$ cat config.mk
export PLATFORM = sky130hd
export DESIGN_NAME = dmem_arbiter
export DESIGN_NICKNAME = d
export VERILOG_FILES = /design/src/rtl/dmem_arbiter.sv
export SDC_FILE = /design/constraint.sdc
export NUM_CORES = 1
export LEC_CHECK = 0
export CAP_MARGIN = 30
export CORE_UTILIZATION = 36
export DETAILED_ROUTE_END_ITERATION = 8
export GPL_TIMING_DRIVEN = 0
export PLACE_DENSITY_LB_ADDON = 0.3
export RECOVER_POWER = 50
export SLEW_MARGIN = 40
export SYNTH_ARGS = -nofsm -noshare
export SYNTH_HDL_FRONTEND = slang
export SYNTH_SLANG_ARGS = --single-unit
$ cat constraint.sdc
create_clock -name clk_i -period 5.9 [get_ports clk_i]
set_clock_uncertainty 0.2 [all_clocks]
set_input_delay 1.475 -clock clk_i [delete_from_list [all_inputs] [get_ports clk_i]]
set_output_delay 1.475 -clock clk_i [all_outputs]
set_load 0.01 [all_outputs]
$ cat src/rtl/dmem_arbiter.sv
// dmem_arbiter: shares the data-memory access port between requester A (CPU
// load/store unit) and requester B (debug/program loader). A has fixed priority;
// a starvation guard forces B ahead after MAX_WAIT consecutive denied cycles.
// Addresses are checked against the data-memory window and translated to
// window-relative byte addresses. Responses are registered with 1-cycle latency.
// Optional feature: define DMEM_ARB_PERF_EN to add conflict_cnt_o, a wrapping
// count of cycles where both requesters ask at once.
module dmem_arbiter #(
  parameter logic [31:0] BASE_ADR = 32'h0000_4000,
  parameter int unsigned DEPTH    = 16384,
  parameter int unsigned MAX_WAIT = 4
) (
  input  logic        clk_i,
  input  logic        reset_i,
  input  logic        a_req_i,
  input  logic        a_we_i,
  input  logic [31:0] a_adr_i,
  input  logic [31:0] a_wd_i,
  input  logic [1:0]  a_sel_i,
  output logic        a_gnt_o,
  output logic        a_rvalid_o,
  output logic [31:0] a_rdata_o,
  output logic        a_err_o,
  input  logic        b_req_i,
  input  logic        b_we_i,
  input  logic [31:0] b_adr_i,
  input  logic [31:0] b_wd_i,
  input  logic [1:0]  b_sel_i,
  output logic        b_gnt_o,
  output logic        b_rvalid_o,
  output logic [31:0] b_rdata_o,
  output logic        b_err_o,
  output logic        mem_we_o,
  output logic [31:0] mem_adr_o,
  output logic [31:0] mem_wd_o,
  output logic [1:0]  mem_sel_o,
  input  logic [31:0] mem_rdata_i
`ifdef DMEM_ARB_PERF_EN
  ,
  output logic [31:0] conflict_cnt_o
`endif
);

  typedef enum logic [1:0] {
    SZ_BYTE = 2'b00,
    SZ_HALF = 2'b01,
    SZ_RSVD = 2'b10,
    SZ_WORD = 2'b11
  } size_e;

  // One bit wider than the address so a window ending at 4 GB does not wrap.
  localparam logic [32:0] END_ADR    = {1'b0, BASE_ADR} + (33'(DEPTH) << 2);
  localparam logic [3:0]  MAX_WAIT_C = 4'(MAX_WAIT);

  logic [3:0]  b_wait;
  logic        b_starved;
  logic        granted;
  logic        req_we;
  logic [31:0] req_adr;
  logic [31:0] req_wd;
  logic [1:0]  req_sel;
  logic        in_window;
  logic        req_err;
  logic [31:0] resp_rdata;

  assign b_starved = (b_wait == MAX_WAIT_C);

  // Grant decision: A wins unless B has waited MAX_WAIT cycles; nothing during reset.
  // NOTE: every output of an always_comb gets a default first, so no path can infer a latch.
  always_comb begin
    a_gnt_o = 1'b0;
    b_gnt_o = 1'b0;
    if (!reset_i) begin
      if (b_req_i && (!a_req_i || b_starved)) begin
        b_gnt_o = 1'b1;
      end else if (a_req_i) begin
        a_gnt_o = 1'b1;
      end
    end
  end

  // Select the granted requester's fields; A's fields are a don't-care default.
  always_comb begin
    req_we  = a_we_i;
    req_adr = a_adr_i;
    req_wd  = a_wd_i;
    req_sel = a_sel_i;
    if (b_gnt_o) begin
      req_we  = b_we_i;
      req_adr = b_adr_i;
      req_wd  = b_wd_i;
      req_sel = b_sel_i;
    end
  end

  assign granted   = a_gnt_o | b_gnt_o;
  assign in_window = ({1'b0, req_adr} >= {1'b0, BASE_ADR}) && ({1'b0, req_adr} < END_ADR);

  // Error check: out of window, reserved size, or misaligned half/word access.
  always_comb begin
    req_err = !in_window;
    unique case (size_e'(req_sel))
      SZ_RSVD: req_err = 1'b1;
      SZ_HALF: if (req_adr[0]) req_err = 1'b1;
      SZ_WORD: if (req_adr[1:0] != 2'b00) req_err = 1'b1;
      SZ_BYTE: ;
    endcase
  end

  // Memory-side drive: granted request translated into the window, idle pattern otherwise.
  always_comb begin
    mem_we_o  = 1'b0;
    mem_adr_o = 32'h0;
    mem_wd_o  = 32'h0;
    mem_sel_o = SZ_WORD;
    if (granted) begin
      mem_we_o  = req_we & ~req_err;
      mem_adr_o = req_adr - BASE_ADR;
      mem_wd_o  = req_wd;
      mem_sel_o = req_sel;
    end
  end

  // Read data is only returned for good reads; writes and errors answer with zero.
  assign resp_rdata = (req_we || req_err) ? 32'h0 : mem_rdata_i;

  // Response registers: one-cycle rvalid pulse to the side granted in the previous cycle.
  // NOTE: sequential state uses non-blocking assignments so all registers update together.
  always_ff @(posedge clk_i) begin
    if (reset_i) begin
      a_rvalid_o <= 1'b0;
      a_rdata_o  <= 32'h0;
      a_err_o    <= 1'b0;
      b_rvalid_o <= 1'b0;
      b_rdata_o  <= 32'h0;
      b_err_o    <= 1'b0;
    end else begin
      a_rvalid_o <= a_gnt_o;
      b_rvalid_o <= b_gnt_o;
      if (a_gnt_o) begin
        a_rdata_o <= resp_rdata;
        a_err_o   <= req_err;
      end
      if (b_gnt_o) begin
        b_rdata_o <= resp_rdata;
        b_err_o   <= req_err;
      end
    end
  end

  // Starvation guard: count consecutive denied B cycles, saturating at MAX_WAIT.
  always_ff @(posedge clk_i) begin
    if (reset_i || !b_req_i || b_gnt_o) begin
      b_wait <= 4'd0;
    end else if (!b_starved) begin
      b_wait <= b_wait + 4'd1;
    end
  end

`ifdef DMEM_ARB_PERF_EN
  // Conflict counter: wrapping count of cycles where both requesters ask.
  always_ff @(posedge clk_i) begin
    if (reset_i) begin
      conflict_cnt_o <= 32'h0;
    end else if (a_req_i && b_req_i) begin
      conflict_cnt_o <= conflict_cnt_o + 32'd1;
    end
  end
`endif

endmodule

## Word-level counts from Yosys, hierarchy flattened

Cells that the tools add are included.

- Bits in registers: 72
- Output and inout port bits: 137

- $add $sub $neg: 2
- Order comparisons: 2
- Eq/ne operators: 4
- Multiplexer cells: 17
- Bitwise operators: 3
- Reduce and logical (&&, ||, !) cells: 10

Operator list:

| operator | count |
|---|---|
| 2-to-1 mux 32 bit | 5 |
| >= comparator 32 x 15 -> 1 bit, second input constant | 1 |
| < comparator 32 x 17 -> 1 bit, second input constant | 1 |
| subtractor 32 x 15 -> 32 bit, second input constant | 1 |
| 2-to-1 mux 1 bit | 9 |
| adder 4 x 1 -> 4 bit, second input constant | 1 |
| == test 2 bit, second input constant | 2 |
| == test 4 x 3 -> 1 bit, second input constant | 1 |
| logical OR 1 bit | 4 |
| 2-to-1 mux 2 bit | 2 |
| zero test 1 bit | 3 |
| case mux 1 bit (3 select lines) | 1 |
| == test 2 x 1 -> 1 bit, second input constant | 1 |
| logical AND 1 bit | 2 |
| nonzero test 2 bit | 1 |
| AND 1 bit | 1 |
| inverter 1 bit | 1 |
| bitwise OR 1 bit | 1 |

## Logic depth before layout (Yosys ltp)

Gate-level depths: netlist of run 1.

- Depth after elaboration: 14
- Mapped depth: 19
- Depth with buffers taken out: 14

## Least setup slack after synthesis of run 1

OpenSTA, ideal clock, no wires.

- Path type: input -> output
- Start point: input port reset_i
- End point: output port mem_we_o
- Arrival time: 4.469 ns
- Required time: 4.225 ns
- Path slack: -0.244 ns
- Stages: 14
- Cells stage by stage: nand2b_1 -> a21o_1 -> buf_4 -> buf_2 -> buf_2 -> buf_2 -> mux2i_1 -> ha_1 -> inv_1 -> and4_1 -> a311oi_1 -> clkbuf_1 -> o211ai_1 -> a221oi_2

- Word-level cells in the longest chain between the ends: 10
- Elaborated cells on any way between the ends: 20
- Those cells by class: order compare: 2; eq/ne: 3; mux: 9; bitwise: 3; reduce/logical: 3

Ends and longest elaborated chain:

| item | RTL line | text |
|---|---|---|
| start: declaration | 14 | `input logic reset_i,` |
| 2-to-1 mux 1 bit | 73 | `if (!reset_i) begin` |
| 2-to-1 mux 32 bit | 88 | `if (b_gnt_o) begin` |
| >= comparator 32 x 15 -> 1 bit or < comparator 32 x 17 -> 1 bit (tied branches) | 97 | `assign in_window = ({1'b0, req_adr} >= {1'b0, BASE_ADR}) && ({1'b0, req_adr} < END_ADR);` |
| logical AND 1 bit | 97 |  |
| zero test 1 bit | 101 | `req_err = !in_window;` |
| 2-to-1 mux 1 bit (on tied branches) | 105, 104 |  |
| case mux 1 bit (3 select lines) | 102 | `unique case (size_e'(req_sel))` |
| inverter 1 bit | 117 | `mem_we_o = req_we & ~req_err;` |
| AND 1 bit | 117 |  |
| 2-to-1 mux 1 bit (*) | 116 | `if (granted) begin` |
| end: declaration | 33 | `output logic mem_we_o,` |

Mark *: on every way between the ends. The rest lies on a longest branch, timed or not.

## Final worst setup path of run 1

- Start point: input port a_adr_i[21]
- End point: output port mem_we_o

- Word-level cells in the longest chain between the ends: 9
- Elaborated cells on any way between the ends: 11
- Those cells by class: order compare: 2; mux: 5; bitwise: 2; reduce/logical: 2

Ends and longest elaborated chain:

| item | RTL line | text |
|---|---|---|
| start: declaration | 17 | `input logic [31:0] a_adr_i,` |
| 2-to-1 mux 32 bit (*) | 88 |  |
| >= comparator 32 x 15 -> 1 bit or < comparator 32 x 17 -> 1 bit (tied branches) | 97 |  |
| logical AND 1 bit (*) | 97 |  |
| zero test 1 bit (*) | 101 |  |
| 2-to-1 mux 1 bit (on tied branches) | 105, 104 |  |
| case mux 1 bit (3 select lines) (*) | 102 |  |
| inverter 1 bit (*) | 117 |  |
| AND 1 bit (*) | 117 |  |
| 2-to-1 mux 1 bit (*) | 116 |  |

Marked as above.

==> metrics.txt, run 1 <==
status finished, final reports clean; Sw Pwr approximately 410 uW; starting density of the core 36.91%; DIE HEIGHT ~130 um; DR iter-0 viols 692; largest family of logic cells by synthesized area compound AO/OA/AOI/OAI gates; Power Internal roughly 1000 uW; number of flops mapped to enable cells by yosys 0; Largest stage delay, worst path 540 ps; Skew-Pair Late Insertion Delay about 330 ps; Sink Count 72; static leakage approximately 0.0037 uW; Multi-input gate area roughly 4000 um^2; Synth Warn # 0; RePlAce Congestion 0.9896; H-tree lvl count 3; total I/O pin count just over 300; worst-margin pin slew 703.6 ps; Mapped Nets 923; total gr overflow 0; adder-cell share of the synthesized area 0.8887%; storage element area between 1000 and 1500 um^2; clock root cell clkbuf_16; largest net degree at the start of global routing 20; final setup fails 0; Post-Syn Instances between 700 and 800; fmax ~170 MHz; register area share after synthesis 25.59%; most frequent cells in the layout clkdlybuf4s50_1, nand2_1, dfxtp_1; final setup margin 62.78 ps; wire length per cell between 15 and 20 um; Crit Path Category primary input to output pin; CP max-delay cell nor4_1; commonest non-fill, non-tap cell in the layout clkdlybuf4s50_1; switching fraction of total power ~28%; Gate power share around 28%; CTS tree done; clock group share of total power between 30% and 40%; post-synthesis simple-gate area fraction 28.37%; Post-Synth XOR/XNOR Area between 1 and 1.5%; crit path cell chain clkdlybuf4s50_1 -> nor4_2 -> o2111ai_1 -> nor4_1 -> buf_4 -> o211ai_1 -> a221oi_2 -> buf_4; Area after DPL approximately 9000 um^2; die area 16,150 um^2; port bufs roughly 310; critical path's top delay family simple AND/OR/NAND/NOR gates; Flop pwr share between 30% and 40%; design area between 9000 and 10,000 um^2; Worst setup EP type output pin; first-pass GRT wire length about 38,000 um; WP buf/inv 3; crit path DAT 4160 ps; max-slew violations 0; Fin. Hold Viols 0; # rows 45; synth unique cells 46; fin nets 1,258; Mapped Area 5632 um^2; CTS max path bufs 2; crit path launch type primary input; vias post-DR 7,426; most frequent CP cell buf_4; peak supply drop about 0.00016 V; die width ~130 um; Slew headroom a little over half; worst hold path class flop to flop; vias in the first global route 6,985; Num CTS Buffers 9; Syn Area/Cell roughly 7.5 um^2; fin crit share a little under 100%; Post-DP HPWL 19,130 um; crit path time final about 5800 ps; initial antenna violation count 0; Layout area overhead 70.56%; vias per inst roughly 5.7; GRT Total Usage between 20% and 30%; clk slew on worst S/H paths ~60 ps; Worst EP required approximately 4200 ps; fill count 1,334; Post-DRT Antenna Nets 0; layout cell share with drive strength beyond 1 around 11%; hold buffer count at CTS 0; ys async rst share 0%; Power per Cell Area between 150 and 200 nW/um^2; drt first pass iters 6; DR DRC count 0; Core Region 15,260 um^2; multiplexer share of the synthesized area under 10%; #FFs+latches synth 72; Compound-Gate Fraction of Synth Area 32.61%; Max Cap Viol 0; Synth Flop Type dfxtp_1; final WL ~25,000 um; dpl ws -2002 ps; Crit Path Max Fanout 10
-- kinds of logic after synthesis --
| family | count (synthesis) |
|---|---|
| compound gates | 213 |
| xor+xnor | 7 |
| flops | 72 |
| mux | 25 |
| buf+inv | 89 |
| fa+ha+maj | 4 |
| simple gates | 339 |
-- per-layer routing --
metal | vias to the layer above | wire length (um) | GRT usage [%] | part of all wire [%]
met5 | - | 0 | 0 | 0
met3 | 49 | 2052 | 7.161 | 8.3
met2 | 399 | 11810 | 50.13 | 47
met4 | 0 | 597 | 8.403 | 2.4
met1 | 3475 | 10410 | 37.94 | 42
li1 | 3503 | - | - | -
-- power groups by stage --
| stage | combinational (uW) | sequential [uW] | clock (uW) |
|---|---|---|---|
| final | 413 | 489 | 551 |
| after global routing | 437 | 489 | 579 |
| after CTS | 400 | 489 | 553 |
| after detailed placement | 382 | 500 | 0 |
| after global placement | 381 | 500 | 0 |
| after floorplan | 143 | 501 | 0 |
-- sequential cells by signal, summed over array words and instances (netlist names) --
signal / count
a_rdata_o: 32
b_rdata_o: 32
b_wait: 4
a_err_o: 1
a_rvalid_o: 1
b_err_o: 1
b_rvalid_o: 1
-- through the flow --
stage          cells  hold WS [ps]  utilization, %  setup TNS, ps  power, uW
5_1_grt         1299         286.9           62.94         -24.87       1506
4_1_cts         1290         266.7           61.96         -61.62       1442
3_3_place_gp    1266         246.2           58.79         -29650      881.2
6_report        1300         255.8           62.95              0       1453
2_1_floorplan    749         229.7               -              0      643.9
3_5_place_dp    1266         250.8           58.79         -31870      881.9
-- Yosys cell counts (all sizes together), types with 2 or more instances --
| cell type | instances | area share [%] |
|---|---|---|
| a211oi | 5 | 0.67 |
| a31o | 2 | 0.31 |
| xor2 | 3 | 0.47 |
| nand3 | 8 | 0.71 |
| ha | 4 | 0.89 |
| dfxtp | 72 | 26 |
| nor4 | 18 | 2.0 |
| buf | 21 | 2.3 |
| o211ai | 67 | 12 |
| nor2 | 32 | 2.1 |
| clkbuf | 57 | 3.8 |
| or4 | 4 | 0.60 |
| a21oi | 21 | 1.9 |
| or3 | 2 | 0.22 |
| o2111ai | 67 | 10 |
| nand4 | 3 | 0.33 |
| nor3 | 8 | 0.71 |
| mux2 | 9 | 1.8 |
| and4 | 3 | 0.47 |
| o31ai | 6 | 0.80 |
| a311o | 2 | 0.36 |
| and3 | 32 | 3.6 |
| and2 | 35 | 3.9 |
| mux2i | 16 | 2.8 |
| a22o | 33 | 5.1 |
| inv | 11 | 0.73 |
| nand2 | 180 | 12 |
| nor3b | 5 | 0.67 |
| a311oi | 2 | 0.31 |
| nand3b | 2 | 0.27 |
| nor2b | 4 | 0.44 |
| o21ai | 2 | 0.18 |
| a31oi | 2 | 0.22 |
| xnor2 | 4 | 0.62 |
-- cell type report --
cell class | count | area share [%]
inverters | 11 | 0.4689
clock buffers | 10 | 2.488
repair buffers | 326 | 33.23
diodes | 1 | 0.02605
multi-input cells | 588 | 41.07
plain buffers | 76 | 4.364
well taps | 211 | 2.748
flip-flops and latches | 72 | 15.01
clock inverters | 5 | 0.5992
-- timing repair --
item,CTS,global route
setup endpoints to repair,52,11
pin swaps,3,3
resized for setup,59,19
buffers inserted,10,10
-- worst min-delay path, cell delays in order (launching register included) --
cell and delay, ps:
dfxtp_1 320, nand2_1 60, o211ai_2 50
-- worst paths after layout --
| path | from | endpoint | slack (ps) | cells past startpoint |
|---|---|---|---|---|
| min reg2reg | b_rdata_o[11] | b_rdata_o[11] | 260 | 2 |
| max | a_adr_i[21] | mem_we_o | 60 | 8 |
| min | b_rdata_o[11] | b_rdata_o[11] | 260 | 2 |
| max reg2reg | b_wait[0] | b_rdata_o[22] | 1920 | 17 |
(Power assumes the default switching activity.)
==> run 2, diff against run 1 <==
--- a/config.mk
+++ b/config.mk
@@ -5,10 +5,9 @@
 export SDC_FILE = /design/constraint.sdc
 export NUM_CORES = 1
 export LEC_CHECK = 0
-export CAP_MARGIN = 30
+export CORE_MARGIN = 2
 export CORE_UTILIZATION = 36
 export DETAILED_ROUTE_END_ITERATION = 8
-export GPL_TIMING_DRIVEN = 0
 export PLACE_DENSITY_LB_ADDON = 0.3
 export RECOVER_POWER = 50
 export SLEW_MARGIN = 40
==> run 2 against run 1 <==
The flow now finishes with violations (max-capacitance violations, max-slew violations). Die area grew 3.2%. Sequential cell count unchanged. Core utilization fell by 1.4 points. Maximum frequency increased by 0.80%. Clock-buffer cell count decreased by 1. Highest routed layer unchanged. Register-to-register slack worse by 840 ps. First-iteration DRC count is 26% lower.
==> metrics.txt, run 2 (synthesis gave the netlist of run 1 again) <==
status finished, violations left; Worst EP required 4220 ps (about the same); peak supply drop 0.0001585 V (+0.51%); vias in the first global route 6,695 (-4.2%); commonest non-fill, non-tap cell in the layout clkdlybuf4s50_1; final setup fails 0 (unchanged); hold path cells 2 (unchanged); CTS max path bufs 2 (unchanged); fmax 172.7 MHz (+0.80%); Slew headroom -43.53% (-96 points); crit path launch type primary input; drt first pass iters 5 (-1); most frequent cells in the layout clkdlybuf4s50_1, nand2_1, dfxtp_1; crit path cell chain clkdlybuf4s50_1 -> nand2b_1 -> a21o_4 -> mux2i_2 -> ha_2 -> inv_1 -> and4_1 -> a311oi_4 -> o211ai_1 -> a221oi_2 -> clkdlybuf4s15_2; Crit Path Max Fanout 8 (-2); violated checks max-capacitance violations, max-slew violations; Worst setup EP type output pin; # rows 45 (unchanged); M3 GR Usage 7.225% (+0.065 points); Core Region 15,260 um^2 (unchanged); Post-DRT Antenna Nets 0 (unchanged); Hold EP a_rdata_o[26]; total I/O pin count 307 (unchanged); layout cell share with drive strength beyond 1 11.27% (-0.22 points); total gr overflow 0 (unchanged); Worst R2R Start b_wait[0]; die area 16,660 um^2 (+3.2%); Fin. Hold Viols 0 (unchanged); crit path time final 5791 ps (-46.20 ps); worst hold path class flop to flop; Skew-Pair Late Insertion Delay 330 ps (about the same); Worst Reg-to-Reg Cells 12 (-5); gr busiest metal met2; Num CTS Buffers 9 (unchanged); fin crit share 98.15% (-0.78 points); R2R Setup Slk 1080 ps (-840 ps); vias post-DR 6,995 (-5.8%); starting density of the core 36.91% (unchanged); Layout area overhead 66.79%; Sink Count 72 (unchanged); RR Endpoint b_rdata_o[13]; GRT Total Usage 27.29% (-2.5 points); first-pass GRT wire length 36,050 um (-4.6%); fill count 1,379 (+3.4%); Area after DPL 9045 um^2 (+0.82%); initial antenna violation count 0 (unchanged); crit path DAT 4120 ps (-40 ps); static leakage 0.003639 uW (-1.5%); DR iter-0 viols 513 (-26%); wire length per cell 18.57 um (-2.9%); DR DRC count 0 (unchanged); Critical Path Start reset_i; biggest regs a_rdata_o x32, b_rdata_o x32, b_wait x4; fin util 61.56% (-1.4 points); Max Cap Viol 1 (+1); final WL 23,200 um (-6.7%); H-tree lvl count 3 (unchanged); max-slew violations 129 (+129); clk slew on worst S/H paths 60 ps (about the same); CTS tree done; CP max-delay cell clkdlybuf4s50_1; diode count 0 (-1); DIE HEIGHT 129.1 um (+1.6%); RePlAce Congestion 0.9797 (-1.0%); port bufs 306 (unchanged); Hold Path Origin a_rdata_o[26]; Post-DP HPWL 16,620 um (-13%); Power per Cell Area 156.2 nW/um^2 (+3.2%); clock root cell clkbuf_16; fin nets 1,207 (-4.1%); worst-margin pin slew 2153 ps (+1449 ps); hold buffer count at CTS 0 (unchanged); Largest stage delay, worst path 420 ps (-120 ps); die width 129.1 um (+1.6%); vias per inst 5.600 (-2.0%); Crit Path Category primary input to output pin; met1 usage 35.50% (-2.4 points); largest net degree at the start of global routing 129 (+550%); met2 Use GR 44.63% (-5.5 points); design area 9393 um^2 (-2.2%)
run 2: cell types whose count changed in the layout (fill, tap and decap cells not counted), moves of 3 or more:
cell and change:
clkbuf_1 -50, nor4_2 -5, dlygate4sd2_1 -3, nor4_1 +5, buf_4 +13, clkdlybuf4s50_1 +6, buf_6 -3, buf_2 -7
buf_1 -3
run 2: per-layer routing:
layer  part of all wire, %  vias to the layer above
li1                      -                     3384
met1                    43                     3281
met2                    47                      289
met3                   7.4                       41
met4                   2.5                        0
met5                     0                        -
run 2: where the power goes:
part | internal [uW] | total, uW | switching [uW]
Combinational | 208 | 387 | 179
Sequential | 488 | 489 | 0.845
Clock | 371 | 591 | 220
Total | 1070 | 1470 | 400
run 2: repair_timing:
action                                  4_1_cts  5_1_grt
resized for setup                             7        6
setup buffers                                 0        1
pin swaps                                     1        2
endpoints found under the setup margin        4        4
run 2: worst max path at each step:
| stage | to | slack [ps] | cells past startpoint |
|---|---|---|---|
| CTS | mem_we_o | 10 | 11 |
| floorplan | mem_we_o | 40 | 14 |
| finish | mem_we_o | 110 | 11 |
| global placement | mem_we_o | -300 | 11 |
| global route | mem_we_o | -10 | 11 |
| detailed placement | mem_we_o | -340 | 11 |
run 2: worst max-delay path, delay by kind of cell:
family	cells	cell delay (ps)
compound gates	4	970
fa+ha+maj	1	290
buf+inv	3	790
mux	1	200
simple gates	2	390
run 2: stage by stage:
step	hold WS (ps)	total power, uW	setup WS (ps)	cells	setup TNS, ps
4_1_cts	264.3	1475	10.54	1248	0
5_1_grt	275.9	1521	-11.56	1249	-11.56
6_report	253.6	1467	109.0	1249	0
2_1_floorplan	229.7	643.9	39.77	749	0
3_5_place_dp	247.3	882.2	-341.2	1232	-442.1
3_3_place_gp	245.4	880.3	-295.8	1229	-366.7
run 2: layout make-up:
type,instances,area (um^2),share of cell area (%)
Sequential cell,72,1441,15.35
Timing Repair Buffer,351,3432,36.54
Inverter,11,41.29,0.4396
Tap cell,211,264.0,2.811
Clock buffer,9,225.2,2.398
Multi-Input combinational cell,588,3894,41.45
Clock inverter,7,95.09,1.012
